[config.mk]
export PLATFORM = sky130hd
export DESIGN_NAME = bbox_extract
export DESIGN_NICKNAME = d
export VERILOG_FILES = /design/src/rtl/bbox_extract.sv
export SDC_FILE = /design/constraint.sdc
export NUM_CORES = 1
export LEC_CHECK = 0
export CORE_MARGIN = 1
export CORE_UTILIZATION = 50
export CTS_CLUSTER_DIAMETER = 120
export DETAILED_ROUTE_END_ITERATION = 8
export PLACE_DENSITY_LB_ADDON = 0.1
export SLEW_MARGIN = 20
export SYNTH_ARGS = -nofsm -noshare
export SYNTH_HDL_FRONTEND = slang
export SYNTH_SLANG_ARGS = --single-unit
[constraint.sdc]
create_clock -name clk -period 4.8 [get_ports clk]
set_input_delay 0.96 -clock clk [delete_from_list [all_inputs] [get_ports clk]]
set_output_delay 0.96 -clock clk [all_outputs]
set_load 0.02 [all_outputs]
[src/rtl/bbox_extract.sv]
// rtl/bbox_extract.sv - per-frame bounding-box extractor for the face-detection overlay
//
// Tracks the min/max column and row of asserted mask pixels over a raster frame.
// At end of frame it publishes the box center and extent, together with a flag
// saying whether enough pixels were seen.
//
// Optional feature: define BBOX_SMOOTH_EN to enable temporal smoothing of the
// reported x/y/width/height across consecutive found frames.
//
// Parameters:
//   IMG_WIDTH   pixels per line
//   IMG_HEIGHT  lines per frame
//   MIN_PIXELS  minimum asserted-pixel count for a frame to count as a detection
//
// Ports:
//   clk         system clock, rising edge
//   reset       synchronous active-high reset
//   wr_en       pixel valid; mask sampled and raster advanced only when high
//   mask        detection flag for the current pixel
//   x, y        box center column / row
//   width       box horizontal extent (max_x - min_x)
//   height      box vertical extent (max_y - min_y)
//   found       last completed frame met MIN_PIXELS
//   bbox_valid  one-cycle pulse when the outputs update

module bbox_extract #(
  parameter int IMG_WIDTH  = 768,
  parameter int IMG_HEIGHT = 576,
  parameter int MIN_PIXELS = 64
) (
  input  logic       clk,
  input  logic       reset,
  input  logic       wr_en,
  input  logic       mask,
  output logic [9:0] x,
  output logic [9:0] y,
  output logic [9:0] width,
  output logic [9:0] height,
  output logic       found,
  output logic       bbox_valid
);

  localparam logic [9:0]  X_LAST  = 10'(IMG_WIDTH - 1);
  localparam logic [9:0]  Y_LAST  = 10'(IMG_HEIGHT - 1);
  localparam logic [9:0]  MIN_INIT = 10'h3FF;
  localparam logic [19:0] CNT_MAX = 20'hF_FFFF;
  localparam logic [19:0] MIN_CNT = 20'(MIN_PIXELS);

  // Raster position and per-frame accumulators
  logic [9:0]  x_cnt, y_cnt;
  logic [9:0]  min_x, max_x, min_y, max_y;
  logic [19:0] cnt;

  // Accumulators with the current pixel merged in; used both for the running
  // update and for evaluation at end of frame, so the EOF pixel is included.
  logic        hit;
  logic        eof;
  logic [9:0]  mn_x, mx_x, mn_y, mx_y;
  logic [19:0] c_merged;
  logic        frame_found;

  // Raw per-frame results
  logic [10:0] sum_x, sum_y;
  logic [9:0]  new_x, new_y, new_w, new_h;

  always_comb begin
    hit = wr_en && mask;
    eof = wr_en && (x_cnt == X_LAST) && (y_cnt == Y_LAST);

    mn_x     = min_x;
    mx_x     = max_x;
    mn_y     = min_y;
    mx_y     = max_y;
    c_merged = cnt;
    if (hit) begin
      if (x_cnt < min_x) mn_x = x_cnt;
      if (x_cnt > max_x) mx_x = x_cnt;
      if (y_cnt < min_y) mn_y = y_cnt;
      if (y_cnt > max_y) mx_y = y_cnt;
      if (cnt != CNT_MAX) c_merged = cnt + 20'd1;
    end

    frame_found = (c_merged >= MIN_CNT);

    sum_x = {1'b0, mn_x} + {1'b0, mx_x};
    sum_y = {1'b0, mn_y} + {1'b0, mx_y};
    new_x = sum_x[10:1];
    new_y = sum_y[10:1];
    // Only meaningful when frame_found; otherwise the values are discarded.
    new_w = mx_x - mn_x;
    new_h = mx_y - mn_y;
  end

`ifdef BBOX_SMOOTH_EN
  // history: the previously reported values came from a found frame that is
  // still part of an unbroken run, so the new frame is averaged with them.
  logic        history;
  logic [10:0] avg_x, avg_y, avg_w, avg_h;
  logic [9:0]  pub_x, pub_y, pub_w, pub_h;

  always_comb begin
    avg_x = {1'b0, x}      + {1'b0, new_x};
    avg_y = {1'b0, y}      + {1'b0, new_y};
    avg_w = {1'b0, width}  + {1'b0, new_w};
    avg_h = {1'b0, height} + {1'b0, new_h};
    if (history) begin
      pub_x = avg_x[10:1];
      pub_y = avg_y[10:1];
      pub_w = avg_w[10:1];
      pub_h = avg_h[10:1];
    end else begin
      pub_x = new_x;
      pub_y = new_y;
      pub_w = new_w;
      pub_h = new_h;
    end
  end
`else
  logic [9:0] pub_x, pub_y, pub_w, pub_h;

  always_comb begin
    pub_x = new_x;
    pub_y = new_y;
    pub_w = new_w;
    pub_h = new_h;
  end
`endif

  always_ff @(posedge clk) begin
    if (reset) begin
      x_cnt      <= 10'd0;
      y_cnt      <= 10'd0;
      min_x      <= MIN_INIT;
      min_y      <= MIN_INIT;
      max_x      <= 10'd0;
      max_y      <= 10'd0;
      cnt        <= 20'd0;
      x          <= 10'd0;
      y          <= 10'd0;
      width      <= 10'd0;
      height     <= 10'd0;
      found      <= 1'b0;
      bbox_valid <= 1'b0;
`ifdef BBOX_SMOOTH_EN
      history    <= 1'b0;
`endif
    end else begin
      bbox_valid <= 1'b0;

      if (wr_en) begin
        if (x_cnt == X_LAST) begin
          x_cnt <= 10'd0;
          y_cnt <= (y_cnt == Y_LAST) ? 10'd0 : y_cnt + 10'd1;
        end else begin
          x_cnt <= x_cnt + 10'd1;
        end
      end

      if (eof) begin
        // Next frame's first pixel starts from clean accumulators.
        min_x      <= MIN_INIT;
        min_y      <= MIN_INIT;
        max_x      <= 10'd0;
        max_y      <= 10'd0;
        cnt        <= 20'd0;
        bbox_valid <= 1'b1;
        found      <= frame_found;
        if (frame_found) begin
          x      <= pub_x;
          y      <= pub_y;
          width  <= pub_w;
          height <= pub_h;
        end
`ifdef BBOX_SMOOTH_EN
        history <= frame_found;
`endif
      end else begin
        min_x <= mn_x;
        min_y <= mn_y;
        max_x <= mx_x;
        max_y <= mx_y;
        cnt   <= c_merged;
      end
    end
  end

endmodule
; ---- After elaboration in Yosys (flattened, before gate mapping)
; Index checks and enable logic that the tools add are counted.
; W data, S select, Z words.
[word_totals]
register_bits = 122
inputBits = 4
out_inout_bits = 42
elab_cells = 47
[classes]
add_sub_neg = 7
order_cmp = 5
n_eq_ne = 3
muxes = 13
n_reduce_logical = 6
[ops]
columns = cell, n
row1 = $mux W10, 10
row2 = $mux W20, 2
row3 = $add A10 B10 Y11, 2
row4 = $add A10 B1 Y10 const B, 2
row5 = $add A20 B1 Y20 const B, 1
row6 = $eq A10 B10 Y1 const B, 2
row7 = $ge A20 B7 Y1 const B, 1
row8 = $gt A10 B10 Y1, 2
row9 = $lt A10 B10 Y1, 2
row10 = $ne A20 B20 Y1 const B, 1
row11 = $sub A10 B10 Y10, 2
row12 = $reduce_and A2 Y1, 2
row13 = $logic_and A1 B1 Y1, 3
row14 = $reduce_or A2 Y1, 1
row15 = $mux W1, 1

; ---- Logic depth before layout (Yosys ltp)
[logic_depth]
word_depth = 5
depth_mapped = 21
depth_no_buf = 20

; ---- Worst setup path after synthesis
; Ideal clock, no wire load.
[synth_timing]
path_type = input -> register
from = input port wr_en
to = register y[7]
setup_ps = 142
arrival_time_ps = 4108
required_time_ps = 4658
slack_ps = 551
cell_stages = 15
n_path_buf = 2
path_cell_list = buf_4 > nand2_1 > or4_1 > a21o_1 > clkbuf_1 > mux2_2 > ha_1 > nand2b_1 > a21oi_1 > nor2_1 > o311ai_0 > a21oi_1 > o21bai_1 > xor2_1 > a211oi_2
[synth_between]
elab_cells_between_ends = 9
cone_classes = 1 x add/sub / 1 x order compare / 3 x mux / 4 x reduce/logical
[synth_lines]
columns = item, line_no
row1 = from (decl), 33  ; input logic wr_en,
row2 = $logic_and A1 B1 Y1, 67  ; hit = wr_en && mask;
row3 = $mux W10, 75  ; if (hit) begin
row4 = named net mx_y[2], 58  ; logic [9:0] mn_x, mx_x, mn_y, mx_y;
row5 = $add A10 B10 Y11, 86  ; sum_y = {1'b0, mn_y} + {1'b0, mx_y};
row6 = to (signal assigned), 170  ; y <= pub_y;
row7 = to (decl), 36  ; output logic [9:0] y,
; The timed path passes the listed nets, and every way through them passes these cells.
; A chain may end at the register's enable or synchronous reset.

; ---- Worst setup path after layout
[layout_timing]
from = input port mask
to = register y[9]
[layout_between]
elab_cells_between_ends = 7
cone_classes = 1 x add/sub / 1 x order compare / 3 x mux / 2 x reduce/logical
[layout_lines]
columns = item, line_no
row1 = from (decl), 34  ; input logic mask,
row2 = $logic_and A1 B1 Y1, 67
row3 = $mux W10, 75
row4 = named net mx_y[0], 58
row5 = $add A10 B10 Y11, 86
; The timed path passes the listed nets, and every way through them passes these cells.

==> summary.md <==
• **run status** completed
• **end of the worst register-to-register path** x[9]$_SDFFE_PP0P_
• **first-pass GRT wire length** 30000 um
• **crit path cell chain** clkdlybuf4s50_1 -> nand2_1 -> or4_1 -> a21o_1 -> mux2i_1 -> inv_1 -> ha_1 -> fa_1 -> nand2b_1 -> a21oi_1 -> nor2_1 -> o311ai_0 -> a21oi_1 -> o21bai_1 -> a221oi_1 -> a211oi_1
• **Slew headroom** 49.8%
• **count of final setup violators** 0
• **class of the most critical hold timing path** reg -> reg
• **worst-skew pair later-pin latency** 420 ps
• **min Tclk post-route** 4350 ps
• **count of state elements after synthesis** 122
• **count of instances resized after the clock tree is built** 0
• **number of buffers on the longest clock path** 2
• **y dimension of the die** 126 um
• **peak clock frequency supported by timing** 230 MHz
• **final setup TNS** 0 ps
• **part of the total power dissipated in combinational logic** 7.8%
• **synth warn** 0
• **Post-DP HPWL** 13300 um
• **Top delay family on crit path** compound AO/OA/AOI/OAI gates
• **Std-Cell Rows** 44
• **data required time of the worst path** 5080 ps
• **GRT overflow** 0
• **unrepaired setup endpoints after global routing** false
• **Total Routing Usage GR** 23.8%
• **cell chosen for the clock root** sky130_fd_sc_hd__clkbuf_16
• **Final Total Pwr** 2.71 mW
• **transition time at the pin with the least slew margin** 752 ps
• **critical path endpoint category** flop
• **share of cells above drive strength 1** 10.2%
• **origin of the worst min-delay path** width[8]$_SDFFE_PP0P_
• **clock transition time at the flip-flop clock pins of the worst setup and hold paths** 60 ps
• **cell area after synthesis** 7630 um2
• **antenna-violating nets left** 0
• **Mapped Avg Cell Area** 8.69 um2
• **worst path bufs/invs** 2
• **worst clock skew** 7.04 ps
• **crit path launch** mask
• **type of origin of the critical path** input pin
• **cts-stage hold buffer count** 0
• **synth unique cells** 65
• **largest net degree at the start of global routing** 52
• **async set or reset register ratio after synthesis** 0%
• **Largest stage delay, worst path** 550 ps
• **worst hold slack across all endpoints** 482 ps
• **# Max-Cap Violations** 0
• **detailed-route DRC error count** 0
• **part of the power in registers** 38.3%
• **layout-stage area growth over the synthesis result** 17.4%
• **leakage power figure** 3.84 nW
• **global placement routability congestion** 0.842
• **Die Outline Area** 15800 um2
• **number of buffers created by CTS** 17
• **Total Routed Length** 17800 um
• **Final nets** 1019
• **most used cell along the critical path** sky130_fd_sc_hd__a21oi_1
• **buffer count from post-CTS setup fixing** 0
• **final routed wire length divided by cell count** 15.8 um
• **class of the most critical setup path** in -> reg
• **power per cell area** 303 nW/um2
• **Synth top area share** 32.0%
• **count of buffers inserted at the top-level ports** 45
• **FF-to-FF path depth** 19
• **TritonCTS clock tree** done
• **placeable core area** 14700 um2
• **most area-consuming cells after synthesis** sky130_fd_sc_hd__dfxtp_1, sky130_fd_sc_hd__ha_1, sky130_fd_sc_hd__nor2_1, sky130_fd_sc_hd__mux2i_1, sky130_fd_sc_hd__xnor2_1
• **syn_nets** 965
• **IR Drop Worst-Case VDD** 0.306 mV
• **CP max-delay cell** sky130_fd_sc_hd__or4_1
• **net switching power** 0.623 mW
• **share of the cycle needed by the critical path after routing** 90.6%
• **instance count along the most critical hold path** 2
• **count of flip-flops with a built-in enable after synthesis** 0
• **number of DRC markers in iteration 0** 483
• **dominant cell type by area after synthesis** sky130_fd_sc_hd__dfxtp_1
• **diodes inserted** 0
• **Worst Hold Endpoint** width[8]$_SDFFE_PP0P_
• **total number of vias** 6201
• **most used flip-flop cell after synthesis** sky130_fd_sc_hd__dfxtp_1
• **launch point of the worst reg-to-reg path** min_x[1]$_SDFF_PP1_
• **internal power component** 2.09 mW
• **drt first pass iters** 5
• **arrival time of data at the critical path endpoint** 4630 ps
• **antenna violations before repair** 0
• **gate count after technology mapping** 878
• **vias in the first global route** 6182
• **share of the yosys chip area belonging to registers** 32.0%
• **number of clock sinks** 122
• **deepest level of the CTS H-tree** 4
• **flop-to-flop setup slack** 620 ps
• **total count of max-transition violations in the final report** 0
• **Via-to-Cell Ratio** 5.49
• **clock network fraction of total power** 53.9%
• **fraction of power spent switching nets** 23.0%
• **Die Span X** 126 um
• **worst-path fanout max** 5
• **final hold violation count** 0
• **effective utilization at floorplan** 51.9%
• **top-level port count** 46
metal layers:
metal  track usage [%]  up-vias  wire length [um]  share of wire (%)
met4              6.60        0               161               0.90
met3              5.13       16               902                5.1
met1              33.1     2910              8990                 50
li1                  -     3131                 -                  -
met5                 0        -                 0                  0
met2              37.1      144              7790                 44
cell usage after synthesis, types with 3 or more instances:
| cell type | n |
|---|---|
| sky130_fd_sc_hd__xnor2_1 | 32 |
| sky130_fd_sc_hd__a21o_1 | 10 |
| sky130_fd_sc_hd__mux2i_1 | 36 |
| sky130_fd_sc_hd__a211o_1 | 4 |
| sky130_fd_sc_hd__o211ai_1 | 4 |
| sky130_fd_sc_hd__o31a_1 | 3 |
| sky130_fd_sc_hd__buf_2 | 3 |
| sky130_fd_sc_hd__a31oi_1 | 5 |
| sky130_fd_sc_hd__nand3_1 | 32 |
| sky130_fd_sc_hd__ha_1 | 79 |
| sky130_fd_sc_hd__and3_1 | 7 |
| sky130_fd_sc_hd__o21bai_1 | 4 |
| sky130_fd_sc_hd__nor2_1 | 111 |
| sky130_fd_sc_hd__and2_1 | 28 |
| sky130_fd_sc_hd__o21ai_0 | 34 |
| sky130_fd_sc_hd__a211oi_2 | 9 |
| sky130_fd_sc_hd__and4_1 | 5 |
| sky130_fd_sc_hd__a211oi_1 | 7 |
| sky130_fd_sc_hd__nor3b_1 | 3 |
| sky130_fd_sc_hd__o21a_1 | 6 |
| sky130_fd_sc_hd__nand2_1 | 49 |
| sky130_fd_sc_hd__a21oi_1 | 28 |
| sky130_fd_sc_hd__a221oi_1 | 5 |
| sky130_fd_sc_hd__dfxtp_1 | 122 |
| sky130_fd_sc_hd__nor4b_1 | 3 |
| sky130_fd_sc_hd__nand2b_1 | 12 |
| sky130_fd_sc_hd__o22ai_1 | 3 |
| sky130_fd_sc_hd__nor3_1 | 18 |
| sky130_fd_sc_hd__fa_1 | 4 |
| sky130_fd_sc_hd__clkbuf_1 | 17 |
| sky130_fd_sc_hd__buf_4 | 5 |
| sky130_fd_sc_hd__xor2_1 | 25 |
| sky130_fd_sc_hd__nor2b_1 | 19 |
| sky130_fd_sc_hd__inv_1 | 69 |
| sky130_fd_sc_hd__nand4_1 | 17 |
| sky130_fd_sc_hd__mux2_2 | 20 |
| sky130_fd_sc_hd__nand3_2 | 3 |
power by group through the flow:
stage | logic (mW) | clock network (mW) | registers [mW]
global route | 0.236 | 1.53 | 1.04
floorplan | 0.155 | 0 | 1.06
detailed placement | 0.208 | 0 | 1.06
global placement | 0.203 | 0 | 1.06
finish | 0.211 | 1.46 | 1.04
CTS | 0.211 | 1.48 | 1.04
worst reg2reg max path, cell delays in order, from the launching register on:
cell and delay (ps):
sky130_fd_sc_hd__dfxtp_1 340, sky130_fd_sc_hd__inv_1 50, sky130_fd_sc_hd__ha_1 270, sky130_fd_sc_hd__a21o_1 160, sky130_fd_sc_hd__a21o_1 170, sky130_fd_sc_hd__a21oi_1 170
sky130_fd_sc_hd__nor2_1 100, sky130_fd_sc_hd__o41ai_2 440, sky130_fd_sc_hd__buf_4 230, sky130_fd_sc_hd__nand2_1 80, sky130_fd_sc_hd__o21ai_0 310, sky130_fd_sc_hd__ha_1 250
sky130_fd_sc_hd__fa_1 210, sky130_fd_sc_hd__a21oi_1 70, sky130_fd_sc_hd__o21a_1 190, sky130_fd_sc_hd__nor2_1 110, sky130_fd_sc_hd__o21bai_1 90, sky130_fd_sc_hd__a221oi_1 440
sky130_fd_sc_hd__a221oi_1 160, sky130_fd_sc_hd__a211oi_1 260
cells in the final DEF, fill, tap and decap left out, types with 5 or more instances in the layout:
cell type	instances
sky130_fd_sc_hd__a211oi_1	7
sky130_fd_sc_hd__a211oi_2	9
sky130_fd_sc_hd__a21o_1	10
sky130_fd_sc_hd__a21oi_1	28
sky130_fd_sc_hd__a221oi_1	5
sky130_fd_sc_hd__a31oi_1	5
sky130_fd_sc_hd__and2_1	28
sky130_fd_sc_hd__and3_1	7
sky130_fd_sc_hd__and4_1	5
sky130_fd_sc_hd__buf_4	20
sky130_fd_sc_hd__bufinv_16	6
sky130_fd_sc_hd__clkbuf_16	17
sky130_fd_sc_hd__clkdlybuf4s50_1	44
sky130_fd_sc_hd__clkinvlp_4	5
sky130_fd_sc_hd__dfxtp_1	122
sky130_fd_sc_hd__ha_1	79
sky130_fd_sc_hd__inv_1	69
sky130_fd_sc_hd__mux2_2	20
sky130_fd_sc_hd__mux2i_1	36
sky130_fd_sc_hd__nand2_1	49
sky130_fd_sc_hd__nand2b_1	12
sky130_fd_sc_hd__nand3_1	32
sky130_fd_sc_hd__nand4_1	17
sky130_fd_sc_hd__nor2_1	110
sky130_fd_sc_hd__nor2b_1	19
sky130_fd_sc_hd__nor3_1	18
sky130_fd_sc_hd__o21a_1	6
sky130_fd_sc_hd__o21ai_0	34
sky130_fd_sc_hd__xnor2_1	32
sky130_fd_sc_hd__xor2_1	25
final cells by class:
| class | count | area [um2] |
|---|---|---|
| clock buffers | 17 | 425 |
| clock inverters | 15 | 249 |
| fillers | 1275 | 5740 |
| inverters | 70 | 263 |
| multi-input cells | 655 | 4730 |
| flip-flops and latches | 122 | 2440 |
| well taps | 184 | 230 |
| repair buffers | 66 | 616 |
sequential cells by signal (all words and copies together), names as in the netlist:
register    cells
found           1
min_y          10
height         10
x              10
y_cnt          10
bbox_valid      1
max_y          10
max_x          10
min_x          10
width          10
x_cnt          10
y              10
cnt            20
worst max path at each step:
stage | end | cells past startpoint
after global routing | y[8]$_SDFFE_PP0P_ | 15
final | y[9]$_SDFFE_PP0P_ | 16
after CTS | y[9]$_SDFFE_PP0P_ | 16
after floorplan | y[7]$_SDFFE_PP0P_ | 15
after detailed placement | y[9]$_SDFFE_PP0P_ | 16
after global placement | y[9]$_SDFFE_PP0P_ | 16
cell families after synthesis:
| group | share of synthesized area, % |
|---|---|
| AO/OA/AOI/OAI | 12.9 |
| XOR/XNOR | 6.55 |
| adder cells (fa/ha/maj) | 14.0 |
| buffers and inverters | 5.99 |
| flip-flops | 32.0 |
| multiplexers | 7.88 |
| AND/OR/NAND/NOR | 20.7 |
per-stage QoR:
step	cells	setup slack, ps	utilization (%)	area, um2
finish	1129	450	60.9	8960
detailed placement	1097	52.5	56.3	8280
global placement	1097	178	56.3	8280
global route	1129	196	60.9	8960
floorplan	878	551	-	7630
CTS	1129	459	60.9	8960
(Power assumes the default switching activity.)
